File: src/rtl/pipe_adder_pkg.sv
// -----------------------------------------------------------------------------
// pipe_adder_pkg
// Shared definitions for the pipelined adder/subtractor.
//   SLICE_W : width of one carry-lookahead slice (4 bits)
//   op_e    : operation select encoding (OP_ADD = 0, OP_SUB = 1)
// -----------------------------------------------------------------------------
package pipe_adder_pkg;

    localparam int SLICE_W = 4;

    typedef enum logic {
        OP_ADD = 1'b0,
        OP_SUB = 1'b1
    } op_e;

endpackage

File: src/rtl/pipe_adder_cla_slice.sv
// -----------------------------------------------------------------------------
// cla_slice
// 4-bit carry-lookahead adder slice.
//   a, b : slice operands
//   c0   : carry into bit 0
//   s    : slice sum
//   cout : carry out of bit 3
//   c3   : carry into bit 3 (used by the top slice for signed overflow)
// -----------------------------------------------------------------------------
module cla_slice
    import pipe_adder_pkg::*;
(
    input  logic [SLICE_W-1:0] a,
    input  logic [SLICE_W-1:0] b,
    input  logic               c0,
    output logic [SLICE_W-1:0] s,
    output logic               cout,
    output logic               c3
);

    logic [SLICE_W-1:0] g;
    logic [SLICE_W-1:0] p;
    logic               c1;
    logic               c2;

    assign g = a & b;
    assign p = a ^ b;

    // Every carry is a flat sum-of-products of g/p and c0, so no carry
    // ripples through the slice.
    assign c1   = g[0] | (p[0] & c0);
    assign c2   = g[1] | (p[1] & g[0]) | (p[1] & p[0] & c0);
    assign c3   = g[2] | (p[2] & g[1]) | (p[2] & p[1] & g[0])
                | (p[2] & p[1] & p[0] & c0);
    assign cout = g[3] | (p[3] & g[2]) | (p[3] & p[2] & g[1])
                | (p[3] & p[2] & p[1] & g[0])
                | (p[3] & p[2] & p[1] & p[0] & c0);

    assign s = p ^ {c3, c2, c1, c0};

endmodule

File: src/rtl/pipe_adder.sv
// -----------------------------------------------------------------------------
// pipe_adder
// Skewed-pipeline adder/subtractor with valid/ready handshakes on both sides.
// Stage k adds bits [(k+1)*WIDTH/STAGES-1 : k*WIDTH/STAGES] using chained
// 4-bit CLA slices; upper operand bits and finished lower sum bits travel
// with the beat, so every result equals the full-width combinational sum.
// WIDTH must be a multiple of 4*STAGES; STAGES is 1..8.
//   clk, rst_n          : clock, asynchronous active-low reset
//   in_valid, in_ready  : operand handshake
//   a, b, cin, sub      : operands; sub=0 -> a+b+cin, sub=1 -> a-b (cin unused)
//   out_valid, out_ready: result handshake
//   sum, cout, ovf, zero: result, raw MSB carry, signed overflow, sum==0
// -----------------------------------------------------------------------------
module pipe_adder
    import pipe_adder_pkg::*;
#(
    parameter int WIDTH  = 32,
    parameter int STAGES = 2
)
(
    input  logic             clk,
    input  logic             rst_n,
    input  logic             in_valid,
    output logic             in_ready,
    input  logic [WIDTH-1:0] a,
    input  logic [WIDTH-1:0] b,
    input  logic             cin,
    input  logic             sub,
    output logic             out_valid,
    input  logic             out_ready,
    output logic [WIDTH-1:0] sum,
    output logic             cout,
    output logic             ovf,
    output logic             zero
);

    localparam int STAGE_W = WIDTH / STAGES;
    localparam int NSLICE  = WIDTH / SLICE_W;
    localparam int SPS     = STAGE_W / SLICE_W;   // slices per stage

    // Per-stage registered state
    logic             v_q [STAGES];
    logic [WIDTH-1:0] a_q [STAGES];
    logic [WIDTH-1:0] b_q [STAGES];   // already inverted for subtraction
    logic [WIDTH-1:0] s_q [STAGES];
    logic             c_q [STAGES];   // carry out of the stage's top bit

    // Per-stage inputs (from the ports for stage 0, from stage k-1 otherwise)
    logic             v_in   [STAGES];
    logic [WIDTH-1:0] a_in   [STAGES];
    logic [WIDTH-1:0] b_in   [STAGES];
    logic [WIDTH-1:0] s_in   [STAGES];
    logic             c_in   [STAGES];
    logic [WIDTH-1:0] s_next [STAGES];

    // rdy[k] is the ready of stage k; rdy[STAGES] is the consumer
    logic             rdy [STAGES+1];

    logic [WIDTH-1:0] slice_sum;
    logic             slice_c0 [NSLICE];
    logic             slice_co [NSLICE];
    logic             slice_c3 [NSLICE];

    logic             ovf_q;
    logic             zero_q;
    op_e              op;

    assign op          = op_e'(sub);
    assign rdy[STAGES] = out_ready;

    for (genvar k = 0; k < STAGES; k++) begin : g_stage
        localparam logic [WIDTH-1:0] ONES = '1;
        localparam logic [WIDTH-1:0] MASK = (ONES >> (WIDTH - STAGE_W)) << (k * STAGE_W);

        if (k == 0) begin : g_head
            // Subtraction is a + ~b + 1: invert b once here, and force the
            // carry-in to 1 so cin is ignored.
            assign v_in[k] = in_valid;
            assign a_in[k] = a;
            assign b_in[k] = (op == OP_SUB) ? ~b : b;
            assign c_in[k] = (op == OP_SUB) ? 1'b1 : cin;
            assign s_in[k] = '0;
        end else begin : g_body
            assign v_in[k] = v_q[k-1];
            assign a_in[k] = a_q[k-1];
            assign b_in[k] = b_q[k-1];
            assign c_in[k] = c_q[k-1];
            assign s_in[k] = s_q[k-1];
        end

        // A stage can take a beat if it is empty or its occupant moves on
        // this same edge; the chain is combinational so bubbles collapse.
        assign rdy[k] = !v_q[k] || rdy[k+1];

        // Keep the lower bits finished by earlier stages, splice in this
        // stage's slice results.
        assign s_next[k] = (s_in[k] & ~MASK) | (slice_sum & MASK);

        // NOTE: sequential state uses non-blocking assignments so every
        // stage samples its upstream neighbour's pre-edge value.
        // NOTE: datapath registers are reset as well as the valids, so the
        // result outputs read zero while in reset.
        always_ff @(posedge clk or negedge rst_n) begin
            if (!rst_n) begin
                v_q[k] <= 1'b0;
                a_q[k] <= '0;
                b_q[k] <= '0;
                s_q[k] <= '0;
                c_q[k] <= 1'b0;
            end else if (rdy[k]) begin
                v_q[k] <= v_in[k];
                a_q[k] <= a_in[k];
                b_q[k] <= b_in[k];
                s_q[k] <= s_next[k];
                c_q[k] <= slice_co[(k+1)*SPS-1];
            end
        end
    end

    for (genvar j = 0; j < NSLICE; j++) begin : g_slice
        localparam int K = j / SPS;   // stage that owns this slice

        if ((j % SPS) == 0) begin : g_first
            assign slice_c0[j] = c_in[K];
        end else begin : g_chain
            assign slice_c0[j] = slice_co[j-1];
        end

        cla_slice u_cla (
            .a    (a_in[K][SLICE_W*j +: SLICE_W]),
            .b    (b_in[K][SLICE_W*j +: SLICE_W]),
            .c0   (slice_c0[j]),
            .s    (slice_sum[SLICE_W*j +: SLICE_W]),
            .cout (slice_co[j]),
            .c3   (slice_c3[j])
        );
    end

    // Flags only exist for the final sum, so they are registered alongside
    // the last stage with the same enable.
    always_ff @(posedge clk or negedge rst_n) begin
        if (!rst_n) begin
            ovf_q  <= 1'b0;
            zero_q <= 1'b0;
        end else if (rdy[STAGES-1]) begin
            ovf_q  <= slice_c3[NSLICE-1] ^ slice_co[NSLICE-1];
            zero_q <= (s_next[STAGES-1] == '0);
        end
    end

    assign in_ready  = rdy[0];
    assign out_valid = v_q[STAGES-1];
    assign sum       = s_q[STAGES-1];
    assign cout      = c_q[STAGES-1];
    assign ovf       = ovf_q;
    assign zero      = zero_q;

endmodule

File: config.mk
export PLATFORM = sky130hd
export DESIGN_NAME = pipe_adder
export DESIGN_NICKNAME = d
export VERILOG_FILES = /design/src/rtl/pipe_adder_pkg.sv /design/src/rtl/pipe_adder_cla_slice.sv /design/src/rtl/pipe_adder.sv
export SDC_FILE = /design/constraint.sdc
export NUM_CORES = 1
export LEC_CHECK = 0
export CAP_MARGIN = 20
export CORE_AREA = 2 2 88 132
export CTS_CLUSTER_SIZE = 30
export DETAILED_ROUTE_END_ITERATION = 8
export DIE_AREA = 0 0 90 134
export PLACE_DENSITY = 0.76
export SYNTH_ARGS = -nofsm -noshare
export SYNTH_HDL_FRONTEND = slang
export SYNTH_SLANG_ARGS = --single-unit
File: constraint.sdc
create_clock -name clk -period 3.2 [get_ports clk]
set_input_delay 0.64 -clock clk [delete_from_list [all_inputs] [get_ports clk]]
set_output_delay 0.64 -clock clk [all_outputs]
set_load 0.03 [all_outputs]
## After elaboration in Yosys (flattened, before gate mapping)

Cells that the tools add are included.
Widths: inputs -> output; s select.

| cells by class | value |
|---|---|
| multiplexer cells | 2 |
| bitwise operators | 235 |
| reductions and logical operators | 5 |

Operators by type and width:

| operator | count |
|---|---|
| $and 1x1->1 | 128 |
| $or 1x1->1 | 80 |
| $xor 4x4->4 | 16 |
| $and 4x4->4 | 8 |
| $logic_not 32->1 | 1 |
| $mux 32 | 1 |
| $not 32->32 | 1 |
| $or 16x32->32 | 1 |
| $logic_not 1->1 | 2 |
| $logic_or 1x1->1 | 2 |
| $mux 1 | 1 |
| $xor 1x1->1 | 1 |

| word-level totals | value |
|---|---|
| flip-flop bits (word level) | 118 |
| bits of input ports | 70 |
| output and inout bits | 37 |

## Longest topological paths before layout

| depth | value |
|---|---|
| depth after elaboration | 15 |
| mapped depth | 12 |
| mapped depth without buffers | 12 |

## By module

Synthesis repeated with hierarchy kept, for this count alone.

| unflattened totals | value |
|---|---|
| cell total of the unflattened synthesis | 357 |
| area total of the unflattened synthesis | 4959.8 um2 |

By module, submodules not included:

| module | times used | cells an instance | area an instance (um2) |
|---|---|---|---|
| pipe_adder | 1 | 233 | 3793.6 |
| cla_slice at g_slice[3].u_cla ... | 5 | 14 | 140.1 |
| cla_slice at g_slice[0].u_cla ... | 3 | 18 | 155.1 |

## Worst setup path after synthesis

OpenSTA, ideal clock, no wires.

| timing path | value |
|---|---|
| path type | in2reg |
| start | input sub |
| end | register s_q, in the netlist s_in[12] |
| arrival time | 3.372 ns |
| setup slack | -0.250 ns |
| stages | 11 |
| cells stage by stage | buf_2 -> buf_1 -> xor2_1 -> ha_1 -> o21a_1 -> or4b_1 -> nand4b_1 -> nand3b_1 -> a21oi_1 -> fa_1 -> a21oi_1 |

| between the ends | value |
|---|---|
| longest elaborated chain between the ends | 12 |

Ends and longest elaborated chain:

| element | line | source |
|---|---|---|
| start, declared | pipe_adder.sv:28 | `input logic sub,` |
| $mux 32 | pipe_adder.sv:80 | `assign b_in[k] = (op == OP_SUB) ? ~b : b;` |
| $xor 4x4->4 or $and 4x4->4 (tied branches) | pipe_adder_cla_slice.sv:27, pipe_adder_cla_slice.sv:26 |  |
| $and 1x1->1, on equally long branches | pipe_adder_cla_slice.sv:35, pipe_adder_cla_slice.sv:36, pipe_adder_cla_slice.sv:37 |  |
| $or 1x1->1 (tied with other cells) (2 in a row) | pipe_adder_cla_slice.sv:35 | `assign cout = g[3] \| (p[3] & g[2]) \| (p[3] & p[2] & g[1])` |
| $or 1x1->1 or $and 1x1->1 (tied branches) | pipe_adder_cla_slice.sv:36, pipe_adder_cla_slice.sv:37 |  |
| $or 1x1->1 | pipe_adder_cla_slice.sv:37 | `\| (p[3] & p[2] & p[1] & p[0] & c0);` |
| $and 1x1->1 | pipe_adder_cla_slice.sv:37 |  |
| $or 1x1->1 | pipe_adder_cla_slice.sv:37 |  |
| $and 1x1->1 | pipe_adder_cla_slice.sv:37 |  |
| $or 1x1->1 | pipe_adder_cla_slice.sv:37 |  |
| $xor 4x4->4 (*) | pipe_adder_cla_slice.sv:39 | `assign s = p ^ {c3, c2, c1, c0};` |
| end signal, assigned by index | pipe_adder.sv:114 | `s_q[k] <= s_next[k];` |
| end, declared | pipe_adder.sv:45 | `logic [WIDTH-1:0] s_q [STAGES];` |

Mark *: on every way between the ends. The rest lies on a longest branch, timed or not.
A chain may end at the register's enable or synchronous reset.

## Final worst setup path

| timing path | value |
|---|---|
| start | input b[0] |
| end | register s_q, in the netlist s_in[12] |

| between the ends | value |
|---|---|
| longest elaborated chain between the ends | 11 |

Ends and longest elaborated chain:

| element | line | source |
|---|---|---|
| start, declared | pipe_adder.sv:26 | `input logic [WIDTH-1:0] b,` |
| $not 32->32 | pipe_adder.sv:80 |  |
| $mux 32 (*) | pipe_adder.sv:80 |  |
| $and 4x4->4 or $xor 4x4->4 (tied branches) | pipe_adder_cla_slice.sv:26, pipe_adder_cla_slice.sv:27 |  |
| $and 1x1->1, on equally long branches | pipe_adder_cla_slice.sv:36, pipe_adder_cla_slice.sv:37 |  |
| $or 1x1->1 or $and 1x1->1 (tied branches) | pipe_adder_cla_slice.sv:36, pipe_adder_cla_slice.sv:37 |  |
| $or 1x1->1 (*) | pipe_adder_cla_slice.sv:37 |  |
| $and 1x1->1 (*) | pipe_adder_cla_slice.sv:37 |  |
| $or 1x1->1 (*) | pipe_adder_cla_slice.sv:37 |  |
| $and 1x1->1 (*) | pipe_adder_cla_slice.sv:37 |  |
| $or 1x1->1 (*) | pipe_adder_cla_slice.sv:37 |  |
| $xor 4x4->4 (*) | pipe_adder_cla_slice.sv:39 |  |

Marks and branches as above.

==> flow_summary.toml <==
[worst_setup_path]
critPathKind = "in -> reg"
regToRegSetupSlack_ns = 0.15
worstSetupStartpointType = "primary input"
cp.required_ns = 3.47
max_stage_delay_ns = 0.55
crit_chain = "clkdlybuf4s50_1, xor2_1, ha_1, o21a_1, or4b_1, nand4b_1, nand3b_1, a21oi_2, fa_1, a21oi_1"
r2r_end = "zero$_DFFE_PN0P_"
critPathMaxFanout = 4
cp_slowest_cell = "or4b_1"
critical_path_arrival_ns = 3.35
cp_top_family = "simple AND/OR/NAND/NOR gates"
cp_num_buf_inv = 1
crit_cells = 10
r2r-start = "b_in[16]$_DFFE_PN0P_"
reg2reg_depth = 12
cp-end-kind = "flop"

[clock_network]
cts-root-buf = "clkbuf_16"
tritoncts = "yes"
cts_buffers = 9
clk_pin_slew_ns = 0.07
clockBufferDepth = 2
clkLatencyLatePin_ns = 0.34
cts_num_sinks = 86
htreeDepth = 3

[timing]
skew_ns = 0.00829
fin_crit_ns = 3.08
worst_slack_ns = 0.121
hold_violations = 0
fmax_mhz = 325
tns_ns = 0
report.final.setup_viol = 0
min_period_over_period_pct = 96.2
drv_slew = 0
slew_headroom_pct = 63.7
holdWs_ns = 0.137
rsz0062_at_grt = "yes"
tightest_slew_ns = 0.540

[run_status]
status = "completed"

[floorplan]
die-area_um2 = 12100
fp.coreArea_um2 = 10900
fp.dieW_um = 90
io_pins = 107
die_h_um = 134
fp-row-count = 47
start_util_pct = 45.6

[min_path]
min_path_type = "in -> async"

[synthesis]
synth_nets = 658
yosysMostFrequentCell = "nand2_1"
ys.flop_type = "dfrtp_1"
ys_top_cells_by_area = "dfrtp_1, nand2_1, ha_1, xor2_1, xnor2_1"
synth_top_area_cell = "dfrtp_1"
yosysUniqueCellTypes = 59
syn_area_per_cell_um2 = 9.09
syn_inst = 548
synth_seq_cells = 86
ys_async_sr_fraction_pct = 100
synth_commonest_cells = "nand2_1, dfrtp_1, o21ai_0"
yosysSeqAreaShare_pct = 43.2
yosys.area.top_type_share_pct = 43.2
syn-cell-area_um2 = 4980
synth.yosys.warnings = 0
synth_edf_count = 0

[global_route]
grt_pass1_wl_um = 20200
grt_util_all_layers_pct = 21.0
grt-ovfl-total = 0
antenna_found_initial = 0
grt_max_degree = 87
grt_pass1_vias = 4350

[route]
finalWirelength_um = 12400
drt_iter0_markers = 176
routedWlPerCell_um = 15.2
dr.pass1.iters = 5
viasPerCell = 5.14
vias = 4191
drtAntennaViolNets = 0
route.detailed.drc = 0

[layout]
fin_area_um2 = 6710
finalNetCount = 774
finish.utilization_pct = 61.3
area_growth_pct = 34.6
final_cells = 816
diodes = 0
drive_above_1_share_pct = 9.12

[placed_design]
numPortBuffers = 106
post-dp-hpwl_um = 9270
dp_cells = 796
gp_congestion = 0.931
place_area_um2 = 6260
dp_slack_ns = -0.303

[power]
leakage_nw = 3.00
ir_drop_mv = 0.309
total_power_mw = 4.51
power.density_nw_per_um2 = 672

[run]
maxCapViolCount = 0
sequential cells by signal (all words and copies together) (netlist names):
name	flops
c_in	1
ovf	1
zero	1
out_valid	1
b_in	16
sum	32
s_in	16
v_in	1
cout	1
a_in	16
cells in the final DEF (no fill, tap or decap), types with 4 or more instances in the layout:
master,n
a21o_1,4
a21oi_1,28
buf_4,23
clkbuf_16,9
clkdlybuf4s50_1,104
dfrtp_1,86
fa_1,7
ha_1,30
inv_1,19
nand2_1,141
nand2b_1,6
nand3_1,5
nor2_1,33
nor3_1,4
nor4_1,4
o21ai_0,33
o21ai_1,6
o21bai_1,5
xnor2_1,26
xor2_1,27
cell families (layout without fill, tap and decap cells):
kind of cell	after synthesis	after routing	synth area share (%)
muxes	3	3	0.603
adders and majority gates	40	40	11.3
AOI/OAI and AO/OA	104	104	13.2
xor gates and xnor gates	53	53	9.32
and+or+nand+nor	218	218	18.9
buffers and inverters	44	165	3.59
DFF	86	86	43.2
layout make-up:
class / instances / area (um2)
tap: 147 / 184
clock inverter: 6 / 92.6
timing repair buffer: 129 / 1250
clock buffer: 10 / 229
sequential: 86 / 2150
fill: 955 / 4230
inverter: 20 / 75.1
multi-input combinational: 418 / 2730
per-layer routing:
metal / vias up / share of wire (%) / global-route usage (%)
met5: - / 0 / 0
met4: 0 / 1.8 / 7.44
met3: 19 / 3.9 / 3.48
met2: 106 / 56 / 41.3
met1: 1998 / 38 / 22.4
li1: 2068 / - / -
worst max-delay path by stage:
stage | from | end | slack [ns]
final | b[0] | s_in[12]$_DFFE_PN0P_ | 0.12
after detailed placement | a_in[16]$_DFFE_PN0P_ | zero$_DFFE_PN0P_ | -0.30
after global routing | b_in[16]$_DFFE_PN0P_ | zero$_DFFE_PN0P_ | -0.02
after CTS | b_in[16]$_DFFE_PN0P_ | zero$_DFFE_PN0P_ | 0.006
after global placement | b[0] | s_in[12]$_DFFE_PN0P_ | -0.17
after floorplan | sub | s_in[12]$_DFFE_PN0P_ | 0.03
where the power goes:
group / leakage, nW / switching [mW] / internal, mW
combinational: 1.83 / 1.01 / 0.812
clock: 0.150 / 0.443 / 0.690
sequential: 1.02 / 0.203 / 1.36
timing repair:
| action | CTS | global route |
|---|---|---|
| endpoints found under the setup margin | 1 | 2 |
| pin swaps | 10 | 3 |
| setup buffers | 2 | 1 |
| resized for setup | 5 | 9 |
| hold buffers | 0 | 0 |
(Power assumes the default switching activity.)
